`src/rtl/sram_multiport_arbiter.sv`:
```
// Round-robin (optionally host-first) arbiter and sequencer for one
// single-port SRAM macro shared by NUM_CH req/ack channels.
module sram_multiport_arbiter #(
  parameter int NUM_CH        = 4,
  parameter int AWIDTH        = 10,
  parameter int DWIDTH        = 32,
  parameter int RD_LATENCY    = 1,
  parameter int HOST_PRIORITY = 1
) (
  input  logic                       clk,
  input  logic                       reset,
  input  logic [NUM_CH-1:0]          ch_req,
  input  logic [NUM_CH-1:0]          ch_we,
  input  logic [NUM_CH*AWIDTH-1:0]   ch_addr,
  input  logic [NUM_CH*DWIDTH-1:0]   ch_wdata,
  input  logic [NUM_CH*DWIDTH/8-1:0] ch_be,
  output logic [NUM_CH-1:0]          ch_ack,
  output logic [DWIDTH-1:0]          ch_rdata,
  output logic                       busy,
  output logic                       sram_en,
  output logic [DWIDTH/8-1:0]        sram_we,
  output logic [AWIDTH-1:0]          sram_addr,
  output logic [DWIDTH-1:0]          sram_data_i,
  input  logic [DWIDTH-1:0]          sram_data_o
);

  localparam int BW = DWIDTH / 8;
  localparam int GW = $clog2(NUM_CH);

  localparam logic [1:0] S_IDLE   = 2'd0;
  localparam logic [1:0] S_ACCESS = 2'd1;
  localparam logic [1:0] S_WAIT   = 2'd2;
  localparam logic [1:0] S_DONE   = 2'd3;

  logic [1:0]        state_q, state_d;
  logic [GW-1:0]     rr_q, rr_d;
  logic [GW-1:0]     g_q, g_d;
  logic              we_q, we_d;
  logic [AWIDTH-1:0] addr_q, addr_d;
  logic [DWIDTH-1:0] wdata_q, wdata_d;
  logic [BW-1:0]     be_q, be_d;
  logic [2:0]        cnt_q, cnt_d;
  logic [DWIDTH-1:0] rdata_q, rdata_d;

  logic [GW-1:0] gsel;
  logic          found;
  int            idx;
  int            gi;

  // Search starts just after the last grant, so the last winner goes last.
  always_comb begin
    gsel  = '0;
    found = 1'b0;
    idx   = 0;
    for (int k = 1; k <= NUM_CH; k++) begin
      idx = int'(rr_q) + k;
      if (idx >= NUM_CH) idx = idx - NUM_CH;
      if (!found && ch_req[idx[GW-1:0]]) begin
        found = 1'b1;
        gsel  = idx[GW-1:0];
      end
    end
    if (HOST_PRIORITY != 0 && ch_req[0]) gsel = '0;
  end

  assign gi = int'(gsel);

  always_comb begin
    state_d = state_q;
    rr_d    = rr_q;
    g_d     = g_q;
    we_d    = we_q;
    addr_d  = addr_q;
    wdata_d = wdata_q;
    be_d    = be_q;
    cnt_d   = cnt_q;
    rdata_d = rdata_q;
    unique case (state_q)
      S_IDLE: begin
        if (|ch_req) begin
          g_d     = gsel;
          rr_d    = gsel;
          we_d    = ch_we[gsel];
          addr_d  = ch_addr[gi*AWIDTH +: AWIDTH];
          wdata_d = ch_wdata[gi*DWIDTH +: DWIDTH];
          be_d    = ch_be[gi*BW +: BW];
          state_d = S_ACCESS;
        end
      end
      S_ACCESS: begin
        if (we_q) begin
          state_d = S_DONE;
        end else begin
          cnt_d   = 3'(RD_LATENCY);
          state_d = S_WAIT;
        end
      end
      S_WAIT: begin
        cnt_d = cnt_q - 3'd1;
        if (cnt_q == 3'd1) begin
          rdata_d = sram_data_o;
          state_d = S_DONE;
        end
      end
      default: state_d = S_IDLE;
    endcase
  end

  always_ff @(posedge clk) begin
    if (reset) begin
      state_q <= S_IDLE;
      rr_q    <= GW'(NUM_CH - 1);
      g_q     <= '0;
      we_q    <= 1'b0;
      addr_q  <= '0;
      wdata_q <= '0;
      be_q    <= '0;
      cnt_q   <= '0;
      rdata_q <= '0;
    end else begin
      state_q <= state_d;
      rr_q    <= rr_d;
      g_q     <= g_d;
      we_q    <= we_d;
      addr_q  <= addr_d;
      wdata_q <= wdata_d;
      be_q    <= be_d;
      cnt_q   <= cnt_d;
      rdata_q <= rdata_d;
    end
  end

  // SRAM pins are driven only in ACCESS, so they are 0 right after reset.
  always_comb begin
    sram_en     = (state_q == S_ACCESS);
    sram_addr   = sram_en ? addr_q : '0;
    sram_we     = (sram_en && we_q) ? be_q : '0;
    sram_data_i = (sram_en && we_q) ? wdata_q : '0;
    ch_ack      = '0;
    if (state_q == S_DONE) ch_ack[g_q] = 1'b1;
  end

  assign busy     = (state_q != S_IDLE);
  assign ch_rdata = rdata_q;

endmodule
```
`config.mk`:
```
export PLATFORM = sky130hd
export DESIGN_NAME = sram_multiport_arbiter
export DESIGN_NICKNAME = d
export VERILOG_FILES = /design/src/rtl/sram_multiport_arbiter.sv
export SDC_FILE = /design/constraint.sdc
export NUM_CORES = 1
export LEC_CHECK = 0
export CAP_MARGIN = 5
export CORE_ASPECT_RATIO = 0.75
export CORE_MARGIN = 2
export CORE_UTILIZATION = 37
export CTS_BUF_LIST = sky130_fd_sc_hd__clkbuf_16
export CTS_CLUSTER_DIAMETER = 80
export DETAILED_ROUTE_END_ITERATION = 7
export HOLD_SLACK_MARGIN = 0.03
export PLACE_DENSITY_LB_ADDON = 0.08
export SYNTH_ARGS = -nofsm -noshare
export SYNTH_HDL_FRONTEND = slang
export SYNTH_SLANG_ARGS = --single-unit
```
`constraint.sdc`:
```
create_clock -name clk -period 2.45 [get_ports clk]
set_input_delay 0.49 -clock clk [delete_from_list [all_inputs] [get_ports clk]]
set_output_delay 0.49 -clock clk [all_outputs]
set_load 0.02 [all_outputs]
```
* Yosys cells after proc, flatten, opt, wreduce, memory -nomap -nowiden
Cells that the tools add are included.
** Storage, ports and cells
- Word-level logic and storage cells :: 90
- Bits of input ports :: 226
- Bits in registers :: 88
- Output and inout bits :: 84
** Operators by class
- Order comparisons :: 11
- Reductions and logical operators :: 16
- $mul :: 1
- Equal/unequal tests :: 7
- Shift-type cells :: 3
- $add $sub $neg :: 9
- Muxes and demuxes :: 34
** Operators with widths (number)
- variable part select 128 x 8 -> 32 bit :: 1
- variable part select 40 x 7 -> 10 bit :: 1
- two-way mux 32 bit :: 1
- two-way mux 2 bit :: 11
- less-than comparator 2 x 3 -> 1 bit (second input constant) :: 6
- variable part select 16 x 5 -> 4 bit :: 1
- binary-select mux 1 bit (select 2 bit) :: 5
- two-way mux 1 bit :: 10
- two-way mux 10 bit :: 1
- >= comparator 3 bit (second input constant) :: 3
- two-way mux 4 bit :: 2
- AND reduction 2 bit :: 4
- subtractor 2 x 1 -> 2 bit (second input constant) :: 4
- adder 2 x 2 -> 3 bit (second input constant) :: 2
- inequality test 2 bit (second input constant) :: 3
- case mux 2 bit (3 select lines) :: 1
- case mux 3 bit (2 select lines) :: 1
- logical AND 1 bit :: 5
- multiplier 2 x 3 -> 5 bit (second input constant) :: 1
- adder 2 x 3 -> 4 bit (second input constant) :: 1
- equality test 2 bit (second input constant) :: 2
- >= comparator 4 x 3 -> 1 bit (second input constant) :: 1
- nonzero test 2 bit :: 2
- OR reduction 4 bit :: 1
- other kinds (9) :: 11

* Logic depth before layout (Yosys ltp)
- Depth in word-level cells :: 18
- Gate-level depth with buffers :: 8
- Mapped depth without buffers :: 6

* Worst setup path before layout
Ideal clock, no wire load.
- Path kind :: input to register
- Start point :: input port ch_req[2]
- End point :: register wdata_q[10]
- Buffers on the path :: 2
- Data required time :: 2322 ps
- Path slack :: 500 ps
- Library setup time :: 128 ps
- Arrival :: 1822 ps
- Stages :: 6
- Cells stage by stage :: o41ai_2 > nor2_1 > o21ai_0 > buf_4 > buf_4 > o221ai_2
** Between the ends
- Cells in the longest elaborated chain, start to end :: 14
- Elaborated cells between the ends (all ways) :: 25
- Those cells by class :: shift: 1; mux: 16; reduce/logical: 8
** RTL lines
- start, declared :: line 12 : input logic [NUM_CH-1:0] ch_req,
- binary-select mux 1 bit (select 2 bit) :: line 58 : if (!found && ch_req[idx[GW-1:0]]) begin
- two-way mux 1 bit (not written as such) :: line 58
- two-way mux 1 bit :: line 58
- logical NOT 1 bit :: line 58
- logical AND 1 bit :: line 58
- two-way mux 1 bit :: line 58
- logical NOT 1 bit :: line 58
- logical AND 1 bit :: line 58
- two-way mux 1 bit :: line 58
- logical NOT 1 bit :: line 58
- logical AND 1 bit :: line 58
- two-way mux 2 bit :: line 58
- two-way mux 2 bit :: line 63 : if (HOST_PRIORITY != 0 && ch_req[0]) gsel = '0;
- variable part select 128 x 8 -> 32 bit :: line 85 : wdata_d = ch_wdata[gi*DWIDTH +: DWIDTH];
- end signal, assigned :: line 126 : wdata_q <= wdata_d;
- end, declared :: line 40 : logic [DWIDTH-1:0] wdata_q, wdata_d;
Parallel ways exist; a longest one is shown, timed or not. The select of a mux whose other input is x is not followed.
A chain may end at the register's enable or synchronous reset.

* Worst setup path after layout
- Start point :: register state_q[1]
- End point :: output port sram_data_i[28]
** Between the ends
- Cells in the longest elaborated chain, start to end :: 3
** RTL lines
- start, declared :: line 35 : logic [1:0] state_q, state_d;
- start signal, assigned :: line 121 : state_q <= state_d;
- equality test 2 x 1 -> 1 bit :: line 135 : sram_en = (state_q == S_ACCESS);
- logical AND 1 bit :: line 138 : sram_data_i = (sram_en && we_q) ? wdata_q : '0;
- two-way mux 32 bit :: line 138
- end, declared :: line 23 : output logic [DWIDTH-1:0] sram_data_i,
Every way passes these cells.

==> flow_summary.toml <==
[final_layout]
syn_to_final_growth_pct = 76.3
drive_gt1_frac = 0.101
diodes = 0
fin_nets = 1065
fin_util = 0.661

[critical_path]
r2r_start = "rr_q[0]$_SDFFE_PP1P_"
cp_cell_sequence = "inv_1 > ha_1 > buf_12 > and3_1 > dlygate4sd2_1"
start_kind = "flop"
cp-startpoint = "state_q[1]$_SDFFE_PP0P_"
cp_slowest_cell = "dlygate4sd2_1"
max_stage_delay_ns = 0.37
crit_fanout = 35
crit_path_end_kind = "primary output"
crit_required_ns = 1.96
crit_arrival_ns = 1.75
path_class = "reg -> out"

[hold_path]
min-delay-path-class = "reg -> reg"
min_from = "wdata_q[17]$_SDFFE_PP0P_"

[timing]
rsz0062_at_grt = "no"
slew_headroom = 0.598
fin_crit_ns = 2.24
worst_pin_slew_ns = 0.603
timing.final.max_slew_violations = 0
clock_skew_ns = 0.00472
hold_viol = 0
setup_violations = 0
final.period_utilization = 0.916
fmax_mhz = 446

[power]
p_int_mw = 3.82
total_power_mw = 5.82
p_switching_mw = 2.00
cellLeakagePower_nw = 3.52
power-per-cell-area_nw_per_um2 = 684
irDropWorstVdd_mv = 0.399
seq_power_share = 0.345
comb_power_share = 0.420
switching_share = 0.344
pwr-share-clk = 0.235

[drt]
drt-total-wl_um = 17500
drt-initial-drc-count = 172
drc_errors = 0
postRouteAntennaNets = 0
num_vias = 5107
via_per_inst = 5.06
firstDrtPassIters = 6
wl_per_cell_um = 17.3

[global_routing]
grt_pass1_vias = 5261
antenna_found_initial = 0
overflow = 0
grt_usage = 0.237
grt_pass1_wl_um = 25800
grt_max_degree = 44

[synthesis]
synth_area_leader_cell = "dfxtp_1"
avgSynthCellArea_um2 = 9.15
syn-instance-count = 528
synth_area_leaders = "dfxtp_1 36%, mux2i_1 20%, o221ai_2 9.3%"
synth_cell_type_count = 33
synth_edf_count = 0
synth_nets = 760
ys_ff_latch = 88
synth_top_area_frac = 0.365
synth_area_um2 = 4830
yosysWarnings = 0
synth_async_sr_flop_share = 0
ys.flop_type = "dfxtp_1"
yosysSeqAreaShare = 0.365
netlist_top_cells_count = "116 x nand2_1, 97 x mux2i_1, 88 x dfxtp_1"
synth.most_common_cell = "nand2_1"

[clock_tree]
clock-sinks = 88
htreeDepth = 3
postCtsSetupBuffers = 0
cts_root_buf = "clkbuf_16"
clock_latency_ns = 0.33
clk_pin_slew_ns = 0.06
cts-buffers-inserted = 9
cts_buffer_depth = 2
cts_tree = "yes"

[floorplan]
num_rows = 36
fp.dieArea_um2 = 14000
io_pins = 310
core-area_um2 = 12900
start_util = 0.375
die_h_um = 103
die_w_um = 136

[outcome]
outcome = "finished, final reports clean"

[placement]
gp_congestion = 0.806
port_buffers = 309
dp_hpwl_um = 13500

[job]
max-cap-violations = 0
## cell usage in the layout, fill, tap and decap left out, types with 3 or more instances in the layout
master	n
dfxtp_1	88
o221ai_1	17
and3_1	37
o21ai_0	3
and2_1	10
o221ai_2	30
a21oi_1	35
inv_1	10
nor2_1	11
buf_4	24
clkbuf_16	9
ha_1	6
clkdlybuf4s50_1	261
buf_12	9
nand2_1	116
mux2i_1	97
dlygate4sd2_1	45
## through the flow
| step | instance area (µm²) | instances | TNS, ns | worst slack (ns) | hold WS, ns |
|---|---|---|---|---|---|
| 4_1_cts | 8520 | 1009 | 0 | 0.0424 | 0.457 |
| 3_5_place_dp | 8270 | 993 | -0.283 | -0.0303 | 0.441 |
| 3_3_place_gp | 8270 | 993 | -0.0138 | -0.0138 | 0.435 |
| 5_1_grt | 8520 | 1009 | 0 | 0.0712 | 0.476 |
| 6_report | 8520 | 1009 | 0 | 0.207 | 0.456 |
| 2_1_floorplan | 4830 | 528 | 0 | 0.500 | 0.424 |
## worst max-delay path: cells and delay by family, from the launching register on
family,cells,cell delay (ns)
DFF,1,0.34
buffers and inverters,3,0.66
adders and majority gates,1,0.23
and+or+nand+nor,1,0.17
## kinds of logic (layout without fill, tap and decap cells)
kind of cell             Yosys count  after routing  share of synthesized area
AND/OR/NAND/NOR                  185            185                      0.176
multiplexers                      97             97                      0.201
AO/OA/AOI/OAI                     96             96                      0.184
flip-flops                        88             88                      0.365
buffers and inverters             56            366                     0.0596
adder cells (fa/ha/maj)            6              6                     0.0155
## path summary, 6_finish.rpt
check,to,slack (ns),cells after the start
setup / recovery,sram_data_i[28],0.21,5
setup reg to reg,wdata_q[15]$_SDFFE_PP0P_,0.61,6
hold / removal,wdata_q[17]$_SDFFE_PP0P_,0.46,2
hold reg to reg,wdata_q[17]$_SDFFE_PP0P_,0.46,2
## power groups by stage
stage | registers [mW] | clock network (mW) | logic, mW
after floorplan | 2.02 | 0 | 1.38
after global placement | 2.01 | 0 | 2.44
after detailed placement | 2.03 | 0 | 2.51
after CTS | 2.01 | 1.41 | 2.47
after global routing | 2.05 | 1.46 | 2.64
final | 2.01 | 1.37 | 2.45
## repair_timing
| action | 4_1_cts | 5_1_grt |
|---|---|---|
| gates resized for setup | 45 | 2 |
| endpoints found under the setup margin | 45 | 2 |
| hold buffers | 0 | 0 |
## state kept, by name, summed over array words and instances (netlist names)
signal and cells:
ch_rdata 32, cnt_q 3, wdata_q 32, be_q 4, state_q 2, addr_q 10, we_q 1, g_q 2
rr_q 2
## per-layer routing
| metal | routed length [µm] | vias up | GRT usage | part of all wire |
|---|---|---|---|---|
| li1 | - | 2500 | - | - |
| met1 | 6930 | 2360 | 0.262 | 0.40 |
| met2 | 8680 | 209 | 0.436 | 0.50 |
| met3 | 1350 | 38 | 0.0688 | 0.077 |
| met4 | 503 | 0 | 0.0857 | 0.029 |
| met5 | 0 | - | 0 | 0 |
## area by class of cell
| cell class | count | area [µm²] |
|---|---|---|
| flip-flops and latches | 88 | 1760 |
| multi-input cells | 384 | 2820 |
| clock buffers | 9 | 225 |
| inverters | 9 | 33.8 |
| repair buffers | 341 | 3390 |
| fillers | 1079 | 4360 |
| well taps | 171 | 214 |
| clock inverters | 7 | 72.6 |
No activity file was read; power rests on OpenSTA's default activity.
